**config.mk**
```make
export PLATFORM = sky130hd
export DESIGN_NAME = touch_adc_avg
export DESIGN_NICKNAME = d
export VERILOG_FILES = /design/src/rtl/touch_adc_avg.sv
export SDC_FILE = /design/constraint.sdc
export NUM_CORES = 1
export LEC_CHECK = 0
export CAP_MARGIN = 20
export CORE_MARGIN = 10
export CORE_UTILIZATION = 64
export DETAILED_ROUTE_END_ITERATION = 12
export HOLD_SLACK_MARGIN = 0.06
export PLACE_DENSITY = 0.85
export REMOVE_ABC_BUFFERS = 1
export SLEW_MARGIN = 15
export SYNTH_ARGS = -nofsm -noshare
export SYNTH_HDL_FRONTEND = slang
export SYNTH_SLANG_ARGS = --single-unit
export TNS_END_PERCENT = 1
```
**constraint.sdc**
```tcl
create_clock -name CLK -period 3.1 [get_ports CLK]
set_input_delay 0.31 -clock CLK [delete_from_list [all_inputs] [get_ports CLK]]
set_output_delay 0.31 -clock CLK [all_outputs]
set_load 0.05 [all_outputs]
```
**src/rtl/touch_adc_avg.sv**
```systemverilog
// ADS7843-style touch ADC controller: debounced pen detect, 2^N_AVG_LOG2-sample
// averaging per axis, abort on pen release, 8/12-bit conversions.
module touch_adc_avg #(
  parameter int CLK_DIV      = 25,
  parameter int N_AVG_LOG2   = 2,
  parameter int MODE_8BIT    = 0,
  parameter int RES          = 12,
  parameter int IDLE_GAP     = 4,
  parameter int DEBOUNCE_CYC = 1000
) (
  input  logic           CLK,
  input  logic           RST_n,
  input  logic           ADC_PENIRQ_n,
  input  logic           ADC_BUSY,
  input  logic           ADC_DOUT,
  output logic           ADC_DCLK,
  output logic           SCEN,
  output logic           ADC_DIN,
  output logic [RES-1:0] X_COORD,
  output logic [RES-1:0] Y_COORD,
  output logic           COORD_VALID,
  output logic           PEN_DOWN,
  output logic [1:0]     DBG_STATE,
  output logic           DBG_BUSY
);

  localparam int DIV_W = (CLK_DIV > 1) ? $clog2(CLK_DIV) : 1;
  localparam int GAP_W = (IDLE_GAP > 1) ? $clog2(IDLE_GAP) : 1;
  localparam int DEB_W = (DEBOUNCE_CYC > 1) ? $clog2(DEBOUNCE_CYC) : 1;
  localparam int ACC_W = RES + N_AVG_LOG2;
  localparam int FC_W  = N_AVG_LOG2 + 1;
  localparam logic [7:0] CMD_X = (MODE_8BIT != 0) ? 8'h98 : 8'h90;
  localparam logic [7:0] CMD_Y = (MODE_8BIT != 0) ? 8'hD8 : 8'hD0;
  localparam logic [4:0] LAST_SAMPLE = 5'(8 + RES);

  typedef enum logic [1:0] {S_IDLE, S_FRAME, S_GAP, S_PUBLISH} state_t;

  state_t           r_state;
  logic             r_pen_s1, r_pen_s2, r_busy_s1, r_busy_s2;
  logic [DEB_W-1:0] r_deb_cnt;
  logic             r_pen_down;
  logic             r_scen, r_dclk, r_din, r_half, r_valid;
  logic [DIV_W-1:0] r_div;
  logic [4:0]       r_period;
  logic [GAP_W-1:0] r_gap;
  logic [FC_W-1:0]  r_frame_cnt;
  logic [RES-1:0]   r_shift, r_x, r_y;
  logic [ACC_W-1:0] r_acc_x, r_acc_y;

  logic [7:0] w_cmd;
  logic [4:0] w_next_period;
  logic       w_din_next;
  logic       w_sample;

  // Top bit of the frame counter selects the axis: first half X, second half Y.
  assign w_cmd         = r_frame_cnt[N_AVG_LOG2] ? CMD_Y : CMD_X;
  assign w_next_period = r_period + 5'd1;
  assign w_sample      = (r_period >= 5'd9) && (r_period <= LAST_SAMPLE);

  always_comb begin
    w_din_next = 1'b0;
    if (w_next_period < 5'd8) w_din_next = w_cmd[3'd7 - w_next_period[2:0]];
  end

  always_ff @(posedge CLK or negedge RST_n) begin
    if (!RST_n) begin
      r_pen_s1  <= 1'b1;
      r_pen_s2  <= 1'b1;
      r_busy_s1 <= 1'b0;
      r_busy_s2 <= 1'b0;
    end else begin
      r_pen_s1  <= ADC_PENIRQ_n;
      r_pen_s2  <= r_pen_s1;
      r_busy_s1 <= ADC_BUSY;
      r_busy_s2 <= r_busy_s1;
    end
  end

  // PENIRQ is meaningless during a conversion, so release is only honoured in IDLE/GAP.
  always_ff @(posedge CLK or negedge RST_n) begin
    if (!RST_n) begin
      r_deb_cnt  <= '0;
      r_pen_down <= 1'b0;
    end else if (!r_pen_down) begin
      if (!r_pen_s2) begin
        if (r_deb_cnt == DEB_W'(DEBOUNCE_CYC - 1)) begin
          r_pen_down <= 1'b1;
          r_deb_cnt  <= '0;
        end else begin
          r_deb_cnt <= r_deb_cnt + DEB_W'(1);
        end
      end else begin
        r_deb_cnt <= '0;
      end
    end else if (r_pen_s2 && (r_state == S_IDLE || r_state == S_GAP)) begin
      r_pen_down <= 1'b0;
    end
  end

  always_ff @(posedge CLK or negedge RST_n) begin
    if (!RST_n) begin
      r_state     <= S_IDLE;
      r_scen      <= 1'b1;
      r_dclk      <= 1'b0;
      r_din       <= 1'b0;
      r_half      <= 1'b0;
      r_div       <= '0;
      r_period    <= '0;
      r_gap       <= '0;
      r_frame_cnt <= '0;
      r_shift     <= '0;
      r_acc_x     <= '0;
      r_acc_y     <= '0;
      r_x         <= '0;
      r_y         <= '0;
      r_valid     <= 1'b0;
    end else begin
      r_valid <= 1'b0;
      case (r_state)
        S_IDLE: begin
          if (r_pen_down) begin
            r_state <= S_FRAME;
            r_scen  <= 1'b0;
            r_din   <= w_cmd[7];
          end
        end
        S_FRAME: begin
          if (r_div != DIV_W'(CLK_DIV - 1)) begin
            r_div <= r_div + DIV_W'(1);
          end else begin
            r_div <= '0;
            if (!r_half) begin
              r_half <= 1'b1;
              r_dclk <= 1'b1;
              if (w_sample) r_shift <= {r_shift[RES-2:0], ADC_DOUT};
            end else begin
              r_half <= 1'b0;
              r_dclk <= 1'b0;
              if (r_period == 5'd23) begin
                r_scen      <= 1'b1;
                r_din       <= 1'b0;
                r_period    <= '0;
                r_gap       <= '0;
                r_frame_cnt <= r_frame_cnt + FC_W'(1);
                if (r_frame_cnt[N_AVG_LOG2]) r_acc_y <= r_acc_y + ACC_W'(r_shift);
                else                         r_acc_x <= r_acc_x + ACC_W'(r_shift);
                r_state     <= S_GAP;
              end else begin
                r_period <= w_next_period;
                r_din    <= w_din_next;
              end
            end
          end
        end
        S_GAP: begin
          // A wrapped frame counter means the last Y frame just finished.
          if (r_frame_cnt != '0 && !r_pen_down) begin
            r_acc_x     <= '0;
            r_acc_y     <= '0;
            r_frame_cnt <= '0;
            r_state     <= S_IDLE;
          end else if (r_gap == GAP_W'(IDLE_GAP - 1)) begin
            if (r_frame_cnt == '0) begin
              r_state <= S_PUBLISH;
            end else begin
              r_state <= S_FRAME;
              r_scen  <= 1'b0;
              r_din   <= w_cmd[7];
            end
          end else begin
            r_gap <= r_gap + GAP_W'(1);
          end
        end
        S_PUBLISH: begin
          r_x     <= RES'(r_acc_x >> N_AVG_LOG2);
          r_y     <= RES'(r_acc_y >> N_AVG_LOG2);
          r_valid <= 1'b1;
          r_acc_x <= '0;
          r_acc_y <= '0;
          if (r_pen_down) begin
            r_state <= S_FRAME;
            r_scen  <= 1'b0;
            r_din   <= w_cmd[7];
          end else begin
            r_state <= S_IDLE;
          end
        end
        default: r_state <= S_IDLE;
      endcase
    end
  end

  assign ADC_DCLK    = r_dclk;
  assign SCEN        = r_scen;
  assign ADC_DIN     = r_din;
  assign X_COORD     = r_x;
  assign Y_COORD     = r_y;
  assign COORD_VALID = r_valid;
  assign PEN_DOWN    = r_pen_down;
  assign DBG_STATE   = r_state;
  assign DBG_BUSY    = r_busy_s2;

endmodule

```
Word level (Yosys, flattened, before mapping) --
Cells that the tools add are included. W data, S select, Z words.
Operators by class: add/subtract/negate cells 8, $mul 0, div/mod/pow operators 0, magnitude comparators 4, eq/ne operators 20, shifts and indexed selects 0, mux-type cells 61, bitwise gates (word level) 2, reduce and logical (&&, ||, !) cells 21
Operators with widths (number):
- $mux W14 | 9
- $pmux W14 S3 | 2
- $add A14 B12 Y14 | 2
- $mux W2 | 12
- $reduce_and A6 Y1 | 4
- $mux W1 | 23
- $mux W10 | 2
- $ne A2 B2 Y1 const B | 9
- $mux W3 | 4
- $add A10 B1 Y10 const B | 1
- $add A5 B1 Y5 const B | 2
- $eq A10 B10 Y1 const B | 1
- $mux W5 | 2
- $reduce_and A5 Y1 | 2
- $pmux W2 S4 | 1
- $mux W7 | 1
- $reduce_and A7 Y1 | 1
- $eq A2 B2 Y1 const B | 3
- $ne A2 B1 Y1 const B | 3
- $pmux W1 S3 | 2
- $pmux W3 S2 | 1
- $reduce_bool A3 Y1 | 2
- $eq A5 B5 Y1 const B | 1
- $ge A5 B4 Y1 const B | 1
- other kinds (22) | 25
Storage, ports and cells: flip-flop bits (word level) 100, bits in latches 0, memory bits (writable) 0, ROM bits 0, output and inout bits 32, logic and storage cells 136, memories kept 0

Longest topological paths before layout --
word-level depth 9, mapped depth 10, depth with buffers taken out 9

Least setup slack after synthesis --
OpenSTA, ideal clock, no wires.
kind reg2reg, start point reg r_state[0] (netlist: DBG_STATE[0]), end point reg r_acc_y[0], setup time 0.137 ns, arrival time 2.157 ns, data required time 2.963 ns, slack 0.806 ns, cell stages (with the launch flop) 8, buffers on the path 1, clock period less this slack 2.294 ns, path through dfrtp_1 inv_1 ha_1 nor2_1 o22ai_1 nand3_1 clkbuf_1 o21ai_0
Between the ends: longest elaborated chain between the ends 3
Ends and longest elaborated chain:
- start: declaration | line 38 | state_t r_state;
- start signal: assignment | line 102 | r_state <= S_IDLE;
- start signal: assignment | line 122 | r_state <= S_FRAME;
- start signal: assignment | line 147 | r_state <= S_GAP;
- $eq A2 B1 Y1 / $eq A2 B2 Y1 (equally long branches) | line 119 | case (r_state)
- $ne A2 B2 Y1 (no line), or another cell as far along
- $reduce_and A6 Y1 (no line)
- end signal: assignment | line 145 | if (r_frame_cnt[N_AVG_LOG2]) r_acc_y <= r_acc_y + ACC_W'(r_shift);
- end: declaration | line 48 | logic [ACC_W-1:0] r_acc_x, r_acc_y;
Parallel ways exist; a longest one is shown, timed or not. A chain may end at the register's enable or synchronous reset.

Worst setup path after layout --
start point reg r_state[1] (netlist: DBG_STATE[1]), end point reg r_shift[3]
Between the ends: longest elaborated chain between the ends 2
Ends and longest elaborated chain:
- $eq A2 B1 Y1 | line 119
- $reduce_and A4 Y1 (no line)
- end signal: assignment | line 135 | if (w_sample) r_shift <= {r_shift[RES-2:0], ADC_DOUT};
- end: declaration | line 47 | logic [RES-1:0] r_shift, r_x, r_y;
No other way between the ends.

==> impl_results.html <==
<table>
<tr><th>Metric</th><th>Value</th></tr>
<tr><th colspan="2">Outcome</th></tr>
<tr><td>Result of the run</td><td>finished clean</td></tr>
<tr><th colspan="2">Clocking</th></tr>
<tr><td>CTS sink cnt</td><td>100</td></tr>
<tr><td>Clock transition at the register clock pins on the worst setup and hold paths after CTS</td><td>~0.090 ns</td></tr>
<tr><td>CTS tree</td><td>built</td></tr>
<tr><td>Skew-Pair Late Insertion Delay</td><td>~0.37 ns</td></tr>
<tr><td># resized after CTS</td><td>0</td></tr>
<tr><td>CTS H-Tree Depth</td><td>3</td></tr>
<tr><td>Total CTS buffers</td><td>9</td></tr>
<tr><td>Buffer levels on the longest clock path</td><td>2</td></tr>
<tr><td>Clock tree root buffer cell</td><td>sky130_fd_sc_hd__clkbuf_8</td></tr>
<tr><th colspan="2">STA</th></tr>
<tr><td>RSZ-0062 raised after global routing</td><td>no</td></tr>
<tr><td>Final critical path time including I/O delays and setup</td><td>2.53 ns</td></tr>
<tr><td>Final clock period utilization by the worst path</td><td>between 80% and 90%</td></tr>
<tr><td>Final Setup Violations</td><td>0</td></tr>
<tr><td>Fin. max-slew vios</td><td>0</td></tr>
<tr><td>Worst slew margin relative to its limit</td><td>45.3%</td></tr>
<tr><td>Number of hold-slack violations in the final timing report</td><td>0</td></tr>
<tr><td>Clock skew</td><td>approximately 0.013 ns</td></tr>
<tr><td>Slew of the pin with the lowest slew margin</td><td>approximately 0.82 ns</td></tr>
<tr><td>Final hold slack</td><td>0.348 ns</td></tr>
<tr><td>F_max</td><td>~0.40 GHz</td></tr>
<tr><td>Setup total negative slack</td><td>0 ns</td></tr>
<tr><th colspan="2">Cells and area</th></tr>
<tr><td>N_diodes</td><td>0</td></tr>
<tr><td>Share of final-layout standard cells stronger than drive strength 1</td><td>around 11%</td></tr>
<tr><td>Net count reported at finish</td><td>633</td></tr>
<tr><td>Area delta synth-&gt;final</td><td>12.1%</td></tr>
<tr><td>Final Core Density</td><td>between 70% and 80%</td></tr>
<tr><th colspan="2">Die</th></tr>
<tr><td>Cell row count</td><td>33</td></tr>
<tr><td>Initial Util</td><td>about 67%</td></tr>
<tr><td>Die height</td><td>~110 um</td></tr>
<tr><td>Total Die Area</td><td>around 13000 um2</td></tr>
<tr><td>Count of pins on the block boundary</td><td>37</td></tr>
<tr><td>Width of the chip</td><td>113 um</td></tr>
<tr><td>Core area</td><td>around 8300 um2</td></tr>
<tr><th colspan="2">Yosys</th></tr>
<tr><td>Main area contributors after synthesis</td><td>sky130_fd_sc_hd__dfrtp_1 (44%), sky130_fd_sc_hd__ha_1 (8.3%), sky130_fd_sc_hd__mux2_2 (7.5%)</td></tr>
<tr><td>Per-instance average area after synthesis</td><td>roughly 10 um2</td></tr>
<tr><td>Area fraction of the dominant cell type after synthesis</td><td>approximately 44%</td></tr>
<tr><td>Number of synthesized register bits</td><td>100</td></tr>
<tr><td>Post-synth EDFFs</td><td>0</td></tr>
<tr><td>Ys Warns</td><td>0</td></tr>
<tr><td>Number of distinct library cells after synthesis</td><td>56</td></tr>
<tr><td>Largest area contributor in the netlist</td><td>sky130_fd_sc_hd__dfrtp_1</td></tr>
<tr><td>Flip-flop cell with the highest count after synthesis</td><td>sky130_fd_sc_hd__dfrtp_1</td></tr>
<tr><td>Synthesized area</td><td>~5600 um2</td></tr>
<tr><td>Syn Inst Count</td><td>roughly 560</td></tr>
<tr><td>Synth async-reset ratio</td><td>100%</td></tr>
<tr><td>Seq/Total Area, Yosys</td><td>44.9%</td></tr>
<tr><th colspan="2">Global route</th></tr>
<tr><td>Final global-route overflow total</td><td>0</td></tr>
<tr><td>Number of antenna violations at the first check in global routing</td><td>0</td></tr>
<tr><td>Pin count of the biggest net entering global routing</td><td>58</td></tr>
<tr><td>GRT Resource Usage Total</td><td>a little under a fifth</td></tr>
<tr><td>Global-route wire length before repair</td><td>20800 um</td></tr>
<tr><td>Via count of the first global-routing pass</td><td>4455</td></tr>
<tr><th colspan="2">Detailed routing</th></tr>
<tr><td>First DRT Iteration DRCs</td><td>~270</td></tr>
<tr><td>DRC errors left</td><td>0</td></tr>
<tr><td>Vias per cell</td><td>approximately 6.4</td></tr>
<tr><td>Number of optimization iterations in the first detailed-route pass</td><td>5</td></tr>
<tr><td>Avg WL per Cell</td><td>approximately 17 um</td></tr>
<tr><td>Final ANT Viol Nets</td><td>0</td></tr>
<tr><td>Drt total wl</td><td>~12000 um</td></tr>
<tr><td>Number of vias in the routed layout</td><td>4495</td></tr>
<tr><th colspan="2">Critical path</th></tr>
<tr><td>Crit path top cell by count</td><td>sky130_fd_sc_hd__nand2_1</td></tr>
<tr><td>Largest fanout of any net on the critical path</td><td>24</td></tr>
<tr><td>Peak per-stage delay on the critical path</td><td>0.69 ns</td></tr>
<tr><td>Required time of the critical path</td><td>approximately 3.4 ns</td></tr>
<tr><td>Category of the most critical setup path</td><td>reg -&gt; reg</td></tr>
<tr><td>Sum of buffers and inverters on the critical path</td><td>1</td></tr>
<tr><td>Top delay family on crit path</td><td>simple AND/OR/NAND/NOR gates</td></tr>
<tr><td>Critical path startpoint category</td><td>flip-flop</td></tr>
<tr><td>Cell type of the slowest stage on the worst timing path</td><td>sky130_fd_sc_hd__ha_1</td></tr>
<tr><td>Crit. End Element</td><td>flip-flop</td></tr>
<tr><td>Arrival time worst endpoint</td><td>around 2.8 ns</td></tr>
<tr><td>Cell breakdown of the critical path</td><td>inv_1 &gt; ha_1 &gt; nand2_1 &gt; nor2_1 &gt; nand2_1 &gt; mux2_2</td></tr>
<tr><th colspan="2">Pwr</th></tr>
<tr><td>Post-layout total power</td><td>2.29 mW</td></tr>
<tr><td>IR Drop Worst-Case VDD</td><td>0.000262 V</td></tr>
<tr><td>Static leakage</td><td>~2.9 nW</td></tr>
<tr><td>Power density of the placed cells</td><td>367 nW/um2</td></tr>
<tr><th colspan="2">Job</th></tr>
<tr><td>Max_cap viols</td><td>0</td></tr>
<tr><th colspan="2">Worst hold path</th></tr>
<tr><td>Hold Crit Class</td><td>in -&gt; reg</td></tr>
<tr><th colspan="2">Placed design</th></tr>
<tr><td>Final HPWL from detailed placement</td><td>~8500 um</td></tr>
<tr><td>Final GP Congestion</td><td>0.945</td></tr>
<tr><td>PortBufs</td><td>36</td></tr>
</table>
[area by class of cell]
class / instances / area, um2
Tap cell: 105 / 131
Sequential cell: 100 / 2510
Clock buffer: 11 / 131
Clock inverter: 5 / 86.3
Multi-Input combinational cell: 416 / 2920
Inverter: 20 / 75.1
Fill cell: 570 / 2090
Timing Repair Buffer: 42 / 405
[repair_timing]
| action | 4_1_cts | 5_1_grt |
|---|---|---|
| hold buffers | 1 | 0 |
| hold endpoints to repair | 55 | 0 |
| buffers inserted | 0 | 0 |
[kinds of logic after synthesis]
logic type / after synthesis / share of synthesized area [%]
AOI/OAI and AO/OA: 157 / 18.2
xor gates and xnor gates: 15 / 2.36
adders and majority gates: 39 / 9.02
buffers and inverters: 39 / 2.80
DFF: 100 / 44.9
muxes: 40 / 8.01
and+or+nand+nor: 165 / 14.7
[layer usage]
metal / vias to the layer above / share of wire [%] / global-route usage (%)
li1: 2096 / - / -
met1: 2217 / 43 / 23.2
met2: 146 / 49 / 32.1
met3: 36 / 5.3 / 4.54
met4: 0 / 2.4 / 6.94
met5: - / 0 / 0
[cells in the final DEF (no fill, tap or decap), types with 3 or more instances in the layout]
cell type                         synthesis  final
sky130_fd_sc_hd__dfstp_2                  3      3
sky130_fd_sc_hd__a21boi_0                 3      3
sky130_fd_sc_hd__nor2_1                  26     26
sky130_fd_sc_hd__nor2b_1                  6      6
sky130_fd_sc_hd__o211ai_1                 6      6
sky130_fd_sc_hd__nand2b_1                12     12
sky130_fd_sc_hd__clkdlybuf4s50_1          0     35
sky130_fd_sc_hd__or4_1                    5      5
sky130_fd_sc_hd__o41ai_1                  5      5
sky130_fd_sc_hd__o21ai_0                 46     46
sky130_fd_sc_hd__o21bai_1                 4      4
sky130_fd_sc_hd__mux2_2                  37     37
sky130_fd_sc_hd__nand3_1                 12     12
sky130_fd_sc_hd__ha_1                    37     37
sky130_fd_sc_hd__buf_4                    1      6
sky130_fd_sc_hd__a31oi_1                  6      6
sky130_fd_sc_hd__o31ai_1                 20     20
sky130_fd_sc_hd__o22ai_1                  6      6
sky130_fd_sc_hd__nand4_1                  4      4
sky130_fd_sc_hd__nor3_1                  12     12
sky130_fd_sc_hd__mux2i_1                  3      3
sky130_fd_sc_hd__a22o_1                   4      4
sky130_fd_sc_hd__and3_1                   6      6
sky130_fd_sc_hd__a21o_1                   7      7
sky130_fd_sc_hd__or3_1                    3      3
sky130_fd_sc_hd__clkbuf_8                 0      9
sky130_fd_sc_hd__xor2_1                   6      6
sky130_fd_sc_hd__inv_1                   20     20
sky130_fd_sc_hd__dfrtp_1                 97     97
sky130_fd_sc_hd__o21a_1                   5      5
sky130_fd_sc_hd__xnor2_1                  9      9
sky130_fd_sc_hd__a21oi_1                 27     27
sky130_fd_sc_hd__a211oi_1                 6      6
sky130_fd_sc_hd__nand2_1                 62     62
sky130_fd_sc_hd__nor4_1                   4      4
[Yosys cell counts (all sizes together) (6+ instances only)]
master	n
a31oi	6
a21oi	27
and3	6
dfrtp	97
nor2	26
nand3	13
xnor2	9
a211oi	6
nand2b	12
xor2	6
o21ai	48
buf	10
o211ai	6
nor3	12
mux2	37
a21o	7
nand2	62
nor2b	6
ha	37
o22ai	6
clkbuf	9
inv	20
o31ai	20
[state kept, by name, indices dropped and copies added, names as in the netlist, 3 cells and up]
register,cells
r_shift,12
r_acc_y,14
r_acc_x,14
Y_COORD,12
r_deb_cnt,10
r_period,5
r_div,5
X_COORD,12
r_frame_cnt,3
[metrics by stage]
step | cells | instance area [um2] | setup WS, ns
2_1_floorplan | 536 | 5500 | -0.0160
3_3_place_gp | 682 | 6020 | 0.767
3_5_place_dp | 682 | 6020 | 0.612
4_1_cts | 699 | 6250 | 0.573
5_1_grt | 699 | 6250 | 0.327
6_report | 699 | 6250 | 0.574
[power by group]
group | internal, mW | leakage [nW] | switching [mW]
Combinational | 0.0139 | 1.40 | 0.0357
Sequential | 1.31 | 1.38 | 0.00505
Clock | 0.462 | 0.102 | 0.467
[worst paths after layout]
path | from | to | slack (ns) | cells after the start
setup / recovery | DBG_STATE[1]$_DFFE_PN0P_ | r_shift[3]$_DFFE_PN0P_ | 0.57 | 6
hold / removal | ADC_PENIRQ_n | r_pen_s1$_DFF_PN1_ | 0.35 | 1
setup reg to reg | DBG_STATE[1]$_DFFE_PN0P_ | r_shift[3]$_DFFE_PN0P_ | 0.57 | 6
hold reg to reg | r_pen_s1$_DFF_PN1_ | r_pen_s2$_DFF_PN1_ | 0.35 | 0
max in group asynchronous | RST_n | SCEN$_DFFE_PN1P_ | 1.74 | 3
min in group asynchronous | RST_n | r_deb_cnt[7]$_DFFE_PN0N_ | 0.52 | 2
(Power assumes the default switching activity.)
